`src/rtl/addr_calc_arb.sv`:
```
// addr_calc_arb: single-job address generator for NUM_CH accelerator channels.
// One channel at a time owns the buffer; its read and write streams share one
// registered address bus, alternating when both are ready.
module addr_calc_arb #(
    parameter int NUM_CH = 3,
    parameter int ADDR_W = 32,
    parameter int CH_W   = 2
) (
    input  logic              clk,
    input  logic              reset,
    input  logic [ADDR_W-1:0] offset,
    input  logic [ADDR_W-1:0] filesize,
    input  logic [NUM_CH-1:0] ch_enable,
    input  logic [NUM_CH-1:0] rd_pause,
    input  logic [NUM_CH-1:0] wr_pause,
    output logic [ADDR_W-1:0] addr,
    output logic              addr_valid,
    output logic [CH_W-1:0]   grant_ch,
    output logic              grant_wr,
    output logic [NUM_CH-1:0] rd_done,
    output logic [NUM_CH-1:0] wr_done,
    output logic              busy
);

    localparam int CNT_W = ADDR_W - 2;
    localparam logic [CNT_W-1:0] CNT_ONE = {{(CNT_W-1){1'b0}}, 1'b1};

    typedef enum logic [1:0] {
        IDLE   = 2'd0,
        RUN    = 2'd1,
        FINISH = 2'd2
    } state_t;

    state_t            state, state_nxt;
    logic [CH_W-1:0]   act, pick_ch;
    logic [ADDR_W-1:0] base;
    logic [CNT_W-1:0]  words, rd_cnt, wr_cnt;
    logic [CNT_W-1:0]  rd_cnt_nxt, wr_cnt_nxt;
    logic              ptr_wr;
    logic              any_en, act_en;
    logic              rd_req_p0, wr_req_p0, gnt_p0, dir_p0;
    logic              rd_fin_p0, wr_fin_p0;

    // Byte address of word cnt inside the buffer; wraps modulo 2^ADDR_W.
    function automatic logic [ADDR_W-1:0] beat_addr(input logic [ADDR_W-1:0] b,
                                                    input logic [CNT_W-1:0]  c);
        return b + {c, 2'b00};
    endfunction

    // Lowest-index enabled channel wins a new job.
    always_comb begin
        pick_ch = '0;
        any_en  = |ch_enable;
        for (int i = NUM_CH - 1; i >= 0; i--) begin
            if (ch_enable[i]) pick_ch = CH_W'(i);
        end
    end

    // Stage p0: request, arbitration and next counter values for the active job.
    always_comb begin
        act_en     = ch_enable[act];
        rd_req_p0  = (state == RUN) && act_en && !rd_pause[act] && (rd_cnt < words);
        wr_req_p0  = (state == RUN) && act_en && !wr_pause[act] && (wr_cnt < words);
        gnt_p0     = rd_req_p0 || wr_req_p0;
        dir_p0     = (rd_req_p0 && wr_req_p0) ? ptr_wr : wr_req_p0;
        rd_cnt_nxt = (gnt_p0 && !dir_p0) ? rd_cnt + CNT_ONE : rd_cnt;
        wr_cnt_nxt = (gnt_p0 &&  dir_p0) ? wr_cnt + CNT_ONE : wr_cnt;
        rd_fin_p0  = (rd_cnt_nxt == words);
        wr_fin_p0  = (wr_cnt_nxt == words);
    end

    // Next-state logic; other channels never preempt a running job.
    always_comb begin
        state_nxt = state;
        case (state)
            IDLE:    if (any_en) state_nxt = RUN;
            RUN: begin
                if (!act_en)                     state_nxt = IDLE;
                else if (rd_fin_p0 && wr_fin_p0) state_nxt = FINISH;
            end
            FINISH:  if (!act_en) state_nxt = IDLE;
            default: state_nxt = IDLE;
        endcase
    end

    // State register.
    always_ff @(posedge clk) begin
        if (reset) state <= IDLE;
        else       state <= state_nxt;
    end

    // Stage p1: job registers, counters, done flags and the registered beat.
    always_ff @(posedge clk) begin
        if (reset) begin
            act        <= '0;
            base       <= '0;
            words      <= '0;
            rd_cnt     <= '0;
            wr_cnt     <= '0;
            ptr_wr     <= 1'b0;
            addr       <= '0;
            addr_valid <= 1'b0;
            grant_ch   <= '0;
            grant_wr   <= 1'b0;
            rd_done    <= '0;
            wr_done    <= '0;
        end else begin
            addr_valid <= 1'b0;
            case (state)
                IDLE: begin
                    if (any_en) begin
                        act    <= pick_ch;
                        base   <= offset;
                        words  <= filesize[ADDR_W-1:2];
                        rd_cnt <= '0;
                        wr_cnt <= '0;
                        ptr_wr <= 1'b0;
                    end
                end
                RUN: begin
                    if (!act_en) begin
                        rd_cnt       <= '0;
                        wr_cnt       <= '0;
                        rd_done[act] <= 1'b0;
                        wr_done[act] <= 1'b0;
                    end else begin
                        rd_cnt <= rd_cnt_nxt;
                        wr_cnt <= wr_cnt_nxt;
                        if (rd_fin_p0) rd_done[act] <= 1'b1;
                        if (wr_fin_p0) wr_done[act] <= 1'b1;
                        if (gnt_p0) begin
                            addr       <= beat_addr(base, dir_p0 ? wr_cnt : rd_cnt);
                            addr_valid <= 1'b1;
                            grant_ch   <= act;
                            grant_wr   <= dir_p0;
                            ptr_wr     <= !dir_p0;
                        end
                    end
                end
                FINISH: begin
                    if (!act_en) begin
                        rd_done[act] <= 1'b0;
                        wr_done[act] <= 1'b0;
                    end
                end
                default: ;
            endcase
        end
    end

    assign busy = (state != IDLE);

endmodule

```
`config.mk`:
```
export PLATFORM = sky130hd
export DESIGN_NAME = addr_calc_arb
export DESIGN_NICKNAME = d
export VERILOG_FILES = /design/src/rtl/addr_calc_arb.sv
export SDC_FILE = /design/constraint.sdc
export NUM_CORES = 1
export LEC_CHECK = 0
export CELL_PAD_IN_SITES_DETAIL_PLACEMENT = 2
export CELL_PAD_IN_SITES_GLOBAL_PLACEMENT = 2
export CORE_ASPECT_RATIO = 2
export CORE_UTILIZATION = 34
export DETAILED_ROUTE_END_ITERATION = 10
export GPL_TIMING_DRIVEN = 0
export HOLD_SLACK_MARGIN = 0.06
export PLACE_DENSITY_LB_ADDON = 0.15
export SYNTH_ARGS = -nofsm -noshare
export SYNTH_HDL_FRONTEND = slang
export SYNTH_SLANG_ARGS = --single-unit
export TNS_END_PERCENT = 1
```
`constraint.sdc`:
```
create_clock -name clk -period 6.9 [get_ports clk]
set_input_delay 0.69 -clock clk [delete_from_list [all_inputs] [get_ports clk]]
set_output_delay 0.69 -clock clk [all_outputs]
set_load 0.005 [all_outputs]
```
After elaboration in Yosys (flattened, before gate mapping):

Cells that the tools add are included.

* register bits after elaboration: 169
* word-level logic and storage cells: 103
* output and inout port bits: 43

* muxes and demuxes: 38
* equal/unequal tests: 11
* add/subtract/negate cells: 3
* bitwise gates (word level): 7
* order comparisons: 4
* reductions and logical operators: 27

Operators with widths (number)
* two-way mux 30 bit: 6
* case mux 30 bit (2 select lines): 2
* adder 30 x 1 -> 30 bit (second input constant): 2
* equality test 30 bit: 2
* less-than comparator 30 bit: 2
* adder 32 bit: 1
* two-way mux 3 bit: 6
* two-way mux 2 bit: 7
* case mux 3 bit (2 select lines): 2
* AND reduction 3 bit: 4
* logical AND 1 bit: 10
* two-way mux 1 bit: 9
* inequality test 2 bit (second input constant): 4
* bitwise AND 3 bit: 2
* binary-select mux 1 bit (select 2 bit): 3
* inequality test 3 bit (second input constant): 2
* OR 3 bit: 2
* case mux 2 bit (3 select lines): 1
* nonzero test 2 bit: 3
* OR reduction 3 bit: 2
* AND reduction 2 bit: 2
* AND reduction 4 bit: 1
* zero test 1 bit: 3
* less-than comparator 2 x 3 -> 1 bit (second input constant): 1
* other kinds (10): 11

Logic depth before layout (Yosys ltp):

* depth in word-level cells: 15
* mapped depth: 28
* depth with buffers taken out: 24

Worst setup path after synthesis:

No wires, ideal clock.

* kind: input to register
* start point: input rd_pause[1]
* end point: register addr[28]
* required time: 6.784 ns
* slack: 0.957 ns
* arrival: 5.826 ns
* cell stages on the path: 24
* path buffers: 3
* library setup time: 0.116 ns
* cells stage by stage: mux2_1 -> a221o_1 -> a2111oi_4 -> nand2_1 -> nor4_4 -> buf_4 -> nor2_2 -> clkbuf_1 -> buf_1 -> nand2_1 -> nand2_1 -> ha_1 -> fa_1 -> a21o_1 -> a21oi_1 -> o21ai_0 -> a21oi_1 -> a311oi_1 -> a21o_1 -> a21oi_1 -> o31ai_1 -> o311a_1 -> or3_1 -> a31o_2

* word-level cells in the longest chain between the ends: 9
* elaborated cells on any way between the ends: 11
* those cells by class: add/sub (1); mux (4); reduce/logical (6)

Ends and longest elaborated chain
* start, declared: line 14 `input logic [NUM_CH-1:0] rd_pause,`
* binary-select mux 1 bit (select 2 bit) *: line 62 `rd_req_p0 = (state == RUN) && act_en && !rd_pause[act] && (rd_cnt < words);`
* two-way mux 1 bit (implied by the code) *: line 62
* zero test 1 bit *: line 62
* logical AND 1 bit * (2 in series): line 62
* logical AND 1 bit: line 65 `dir_p0 = (rd_req_p0 && wr_req_p0) ? ptr_wr : wr_req_p0;`
* two-way mux 1 bit: line 65
* two-way mux 30 bit: line 132 `addr <= beat_addr(base, dir_p0 ? wr_cnt : rd_cnt);`
* adder 32 bit: line 47 `return b + {c, 2'b00};`
* end signal, assigned: line 132
* end, declared: line 16 `output logic [ADDR_W-1:0] addr,`

Mark *: on every way between the ends. The rest lies on a longest branch, timed or not. The select of a mux whose other input is x is not followed.
A chain may end at the register's enable or synchronous reset.

Final worst setup path:

* start point: register words[22]
* end point: register addr[29]

* word-level cells in the longest chain between the ends: 6
* elaborated cells on any way between the ends: 10
* those cells by class: add/sub (1); order compare (2); mux (2); reduce/logical (5)

Ends and longest elaborated chain
* start, declared: line 37 `logic [CNT_W-1:0] words, rd_cnt, wr_cnt;`
* start signal, assigned: line 114 `words <= filesize[ADDR_W-1:2];`
* less-than comparator 30 bit (on tied branches): line 62, 63
* logical AND 1 bit (on tied branches): line 62, 63
* logical AND 1 bit: line 65
* two-way mux 1 bit: line 65
* two-way mux 30 bit: line 132
* adder 32 bit: line 47

Several ways; a longest one is shown, not always the timed one.

==> results.sh <==
export IMPL_reg2regPathDepth=27
export IMPL_grt_max_degree=19
export IMPL_multiInputGateArea_sq_um=8220
export IMPL_pin_count=118
export IMPL_hpwlAfterDp_um=49600
export IMPL_finalInstanceArea_sq_um=14500
export IMPL_seqPwrFrac=0.390
export IMPL_p_sw_uw=1040
export IMPL_final_layout_size_suffix_gt1_frac=0.0548
export IMPL_grt_pass1_vias=14799
export IMPL_tns_ns=0
export IMPL_leakagePower_uw=0.00551
export IMPL_portBuffers=114
export IMPL_hold_class="register to register"
export IMPL_use_met2=0.659
export IMPL_synth_edff_count=0
export IMPL_firstDrtPassIters=5
export IMPL_nFillCells=4170
export IMPL_dieArea_sq_um=36300
export IMPL_grt_overflow=0
export IMPL_rows=97
export IMPL_grt_busiest_layer="met2"
export IMPL_min_period_ns=6.67
export IMPL_place_gp_congestion=0.956
export IMPL_antenna_found_initial=1
export IMPL_synth_warnings=0
export IMPL_synthesis_nets=1808
export IMPL_internal_power_uw=1730
export IMPL_hold_violations=0
export IMPL_cp_max_fo=10
export IMPL_synth_ff_type="dfxtp_1"
export IMPL_maxSlewHeadroom=0.168
export IMPL_routedWlPerCell_um=28.4
export IMPL_ys_async_sr_fraction=0
export IMPL_yosysSeqAreaShare=0.281
export IMPL_pwr_share_comb=0.245
export IMPL_startpoint_type="register"
export IMPL_final_nets=1941
export IMPL_vias_per_cell=6.11
export IMPL_ant_nets=0
export IMPL_dr_total_vias=13648
export IMPL_synthCells=1643
export IMPL_coreArea_sq_um=35000
export IMPL_use_met3=0.0526
export IMPL_h_tree_depth=4
export IMPL_grt_usage=0.356
export IMPL_crit_path_end_kind="register"
export IMPL_cap_violations=0
export IMPL_status="finished clean"
export IMPL_p_per_area_nw_per_um2=192
export IMPL_synth_area_sq_um=12100
export IMPL_cts_buffer_depth=2
export IMPL_maxSlewViolCount=0
export IMPL_fin_skew_ns=0.0147
export IMPL_drt_total_wl_um=63400
export IMPL_ys_ff_latch=169
export IMPL_whs_path_depth=2
export IMPL_fmax_mhz=150
export IMPL_dp_cells=2203
export IMPL_cp_arrival_ns=7.07
export IMPL_worstSetupPathType="register to register"
export IMPL_avgSynthCellArea_sq_um=7.34
export IMPL_critPathRequiredTime_ns=7.30
export IMPL_final_core_util=0.415
export IMPL_clk_pin_slew_worst_paths_ns=0.08
export IMPL_cts_sinks=169
export IMPL_globalRouteMet1Util=0.344
export IMPL_die_h_um=268
export IMPL_reg2reg_setup_slack_ns=0.23
export IMPL_clk_latency_ns=0.48
export IMPL_sw_frac_of_total=0.376
export IMPL_cts_root_buf="clkbuf_16"
export IMPL_timing_final_crit_share=0.967
export IMPL_cts_tree="built"
export IMPL_cts_buffers=17
export IMPL_die_x_um=135
export IMPL_drc=0
export IMPL_setup_violations_final=0
export IMPL_register_area_sq_um=3390
export IMPL_drt_initial_drc_count=656
export IMPL_rsz0062_at_grt="no"
export IMPL_place_area_sq_um=13800
export IMPL_diodes=0
export IMPL_worst_slew_pin_transition_ns=1.25
export IMPL_grt_pass1_wl_um=92700
export IMPL_syn_to_final_growth_pct=20.2
export IMPL_ys_types=84
export IMPL_start_util=0.345
export IMPL_ir_drop_mv=0.194
export IMPL_clockPowerShare=0.364
export IMPL_total_power_uw=2780
export IMPL_layoutNonFillerInstCount=2234
## metrics by stage
stage,setup slack [ns],hold WS [ns]
after floorplan,0.957,0.437
final,0.230,0.458
after detailed placement,-2.08,0.451
after CTS,0.0748,0.466
after global placement,-1.76,0.443
after global routing,0.0219,0.484
## state kept, by name, indices dropped and copies added (netlist names), named ones only
name        count
addr           32
base           32
rd_cnt         30
words          30
wr_cnt         30
act             2
grant_ch        2
state           2
addr_valid      1
grant_wr        1
ptr_wr          1
## critical path, cell delays in order (launching register included)
cell and delay [ns]:
dfxtp_1 0.50, inv_1 0.19, ha_1 0.32, nand4_1 0.26, nor4_4 0.44, o21ai_0 0.21
a31oi_2 0.31, buf_4 0.19, nor4_4 0.05, buf_4 0.21, nor2_4 0.23, clkbuf_4 0.32
clkbuf_4 0.31, nand2_1 0.08, nand2_1 0.14, ha_1 0.25, a21o_1 0.19, a21oi_1 0.23
o21bai_1 0.14, a21boi_1 0.27, o311ai_2 0.20, a21oi_2 0.25, o211ai_1 0.27, o31ai_2 0.38
o21ai_0 0.17, xnor2_1 0.20, nand2_1 0.07, a21oi_1 0.18
## power groups by stage
stage / clock network, uW / logic [uW] / registers [uW]
6_report: 1010 / 681 / 1080
5_1_grt: 1050 / 720 / 1090
4_1_cts: 1020 / 670 / 1080
3_5_place_dp: 0 / 657 / 1100
3_3_place_gp: 0 / 635 / 1100
2_1_floorplan: 0 / 355 / 1080
## kinds of logic after synthesis
group | after synthesis | synth area share
DFF | 169 | 0.281
muxes | 13 | 0.0117
adders and majority gates | 90 | 0.0940
AOI/OAI and AO/OA | 456 | 0.235
and+or+nand+nor | 672 | 0.263
buffers and inverters | 148 | 0.0474
xor gates and xnor gates | 95 | 0.0690
## timing repair
| action | 4_1_cts | 5_1_grt |
|---|---|---|
| hold buffers | 0 | 0 |
| resized for setup | 24 | 12 |
| cloned | 0 | 0 |
| pin swaps | 3 | 1 |
| setup buffers | 3 | 1 |
| endpoints found under the setup margin | 25 | 11 |
## cells in the mapped netlist, types with 21 or more instances
master / number / area share
a211oi_1: 34 / 0.021
a21o_1: 21 / 0.013
a21oi_1: 192 / 0.080
a31oi_1: 29 / 0.015
and3_1: 31 / 0.016
clkbuf_1: 84 / 0.026
dfxtp_1: 169 / 0.28
ha_1: 89 / 0.092
inv_1: 51 / 0.016
nand2_1: 330 / 0.10
nand3_1: 49 / 0.020
nand4_1: 27 / 0.014
nor2_1: 104 / 0.032
nor3_1: 23 / 0.0095
o21ai_0: 75 / 0.031
xnor2_1: 59 / 0.043
xor2_1: 36 / 0.026
## layout make-up
| class | count | area share |
|---|---|---|
| buffer | 92 | 0.0260 |
| clock buffer | 17 | 0.0294 |
| clock inverter | 15 | 0.0110 |
| inverter | 51 | 0.0132 |
| multi-input combinational | 1326 | 0.567 |
| sequential | 169 | 0.234 |
| tap | 445 | 0.0384 |
| timing repair buffer | 119 | 0.0811 |
## placed cells by master (no fill, tap or decap), types with 8 or more instances in the layout
cell type / count
nand4_1: 27
xor2_1: 36
a311oi_1: 17
nor2_1: 104
and3_1: 31
o211ai_1: 12
a31oi_1: 28
nand2_1: 329
and4_1: 8
clkdlybuf4s50_1: 114
ha_1: 89
dfxtp_1: 166
o21ai_0: 74
inv_1: 51
nor2b_1: 19
nand2b_1: 14
nand3_1: 49
a211oi_1: 34
clkbuf_16: 17
nor4_1: 9
a21o_1: 21
clkbuf_1: 75
a21oi_1: 188
and2_1: 11
nor3_1: 23
xnor2_1: 59
## routing by layer
metal	up-vias	share of wire
li1	6134	-
met4	2	0.087
met3	229	0.038
met1	6864	0.35
met2	419	0.53
met5	-	0.00022
## final timing paths
kind,start,endpoint
hold / removal,addr[10]$_SDFFE_PP0P_,addr[10]$_SDFFE_PP0P_
setup / recovery,words[22]$_SDFFE_PP0P_,addr[29]$_SDFFE_PP0P_
setup reg to reg,words[22]$_SDFFE_PP0P_,addr[29]$_SDFFE_PP0P_
hold reg to reg,addr[10]$_SDFFE_PP0P_,addr[10]$_SDFFE_PP0P_
(Power assumes the default switching activity.)
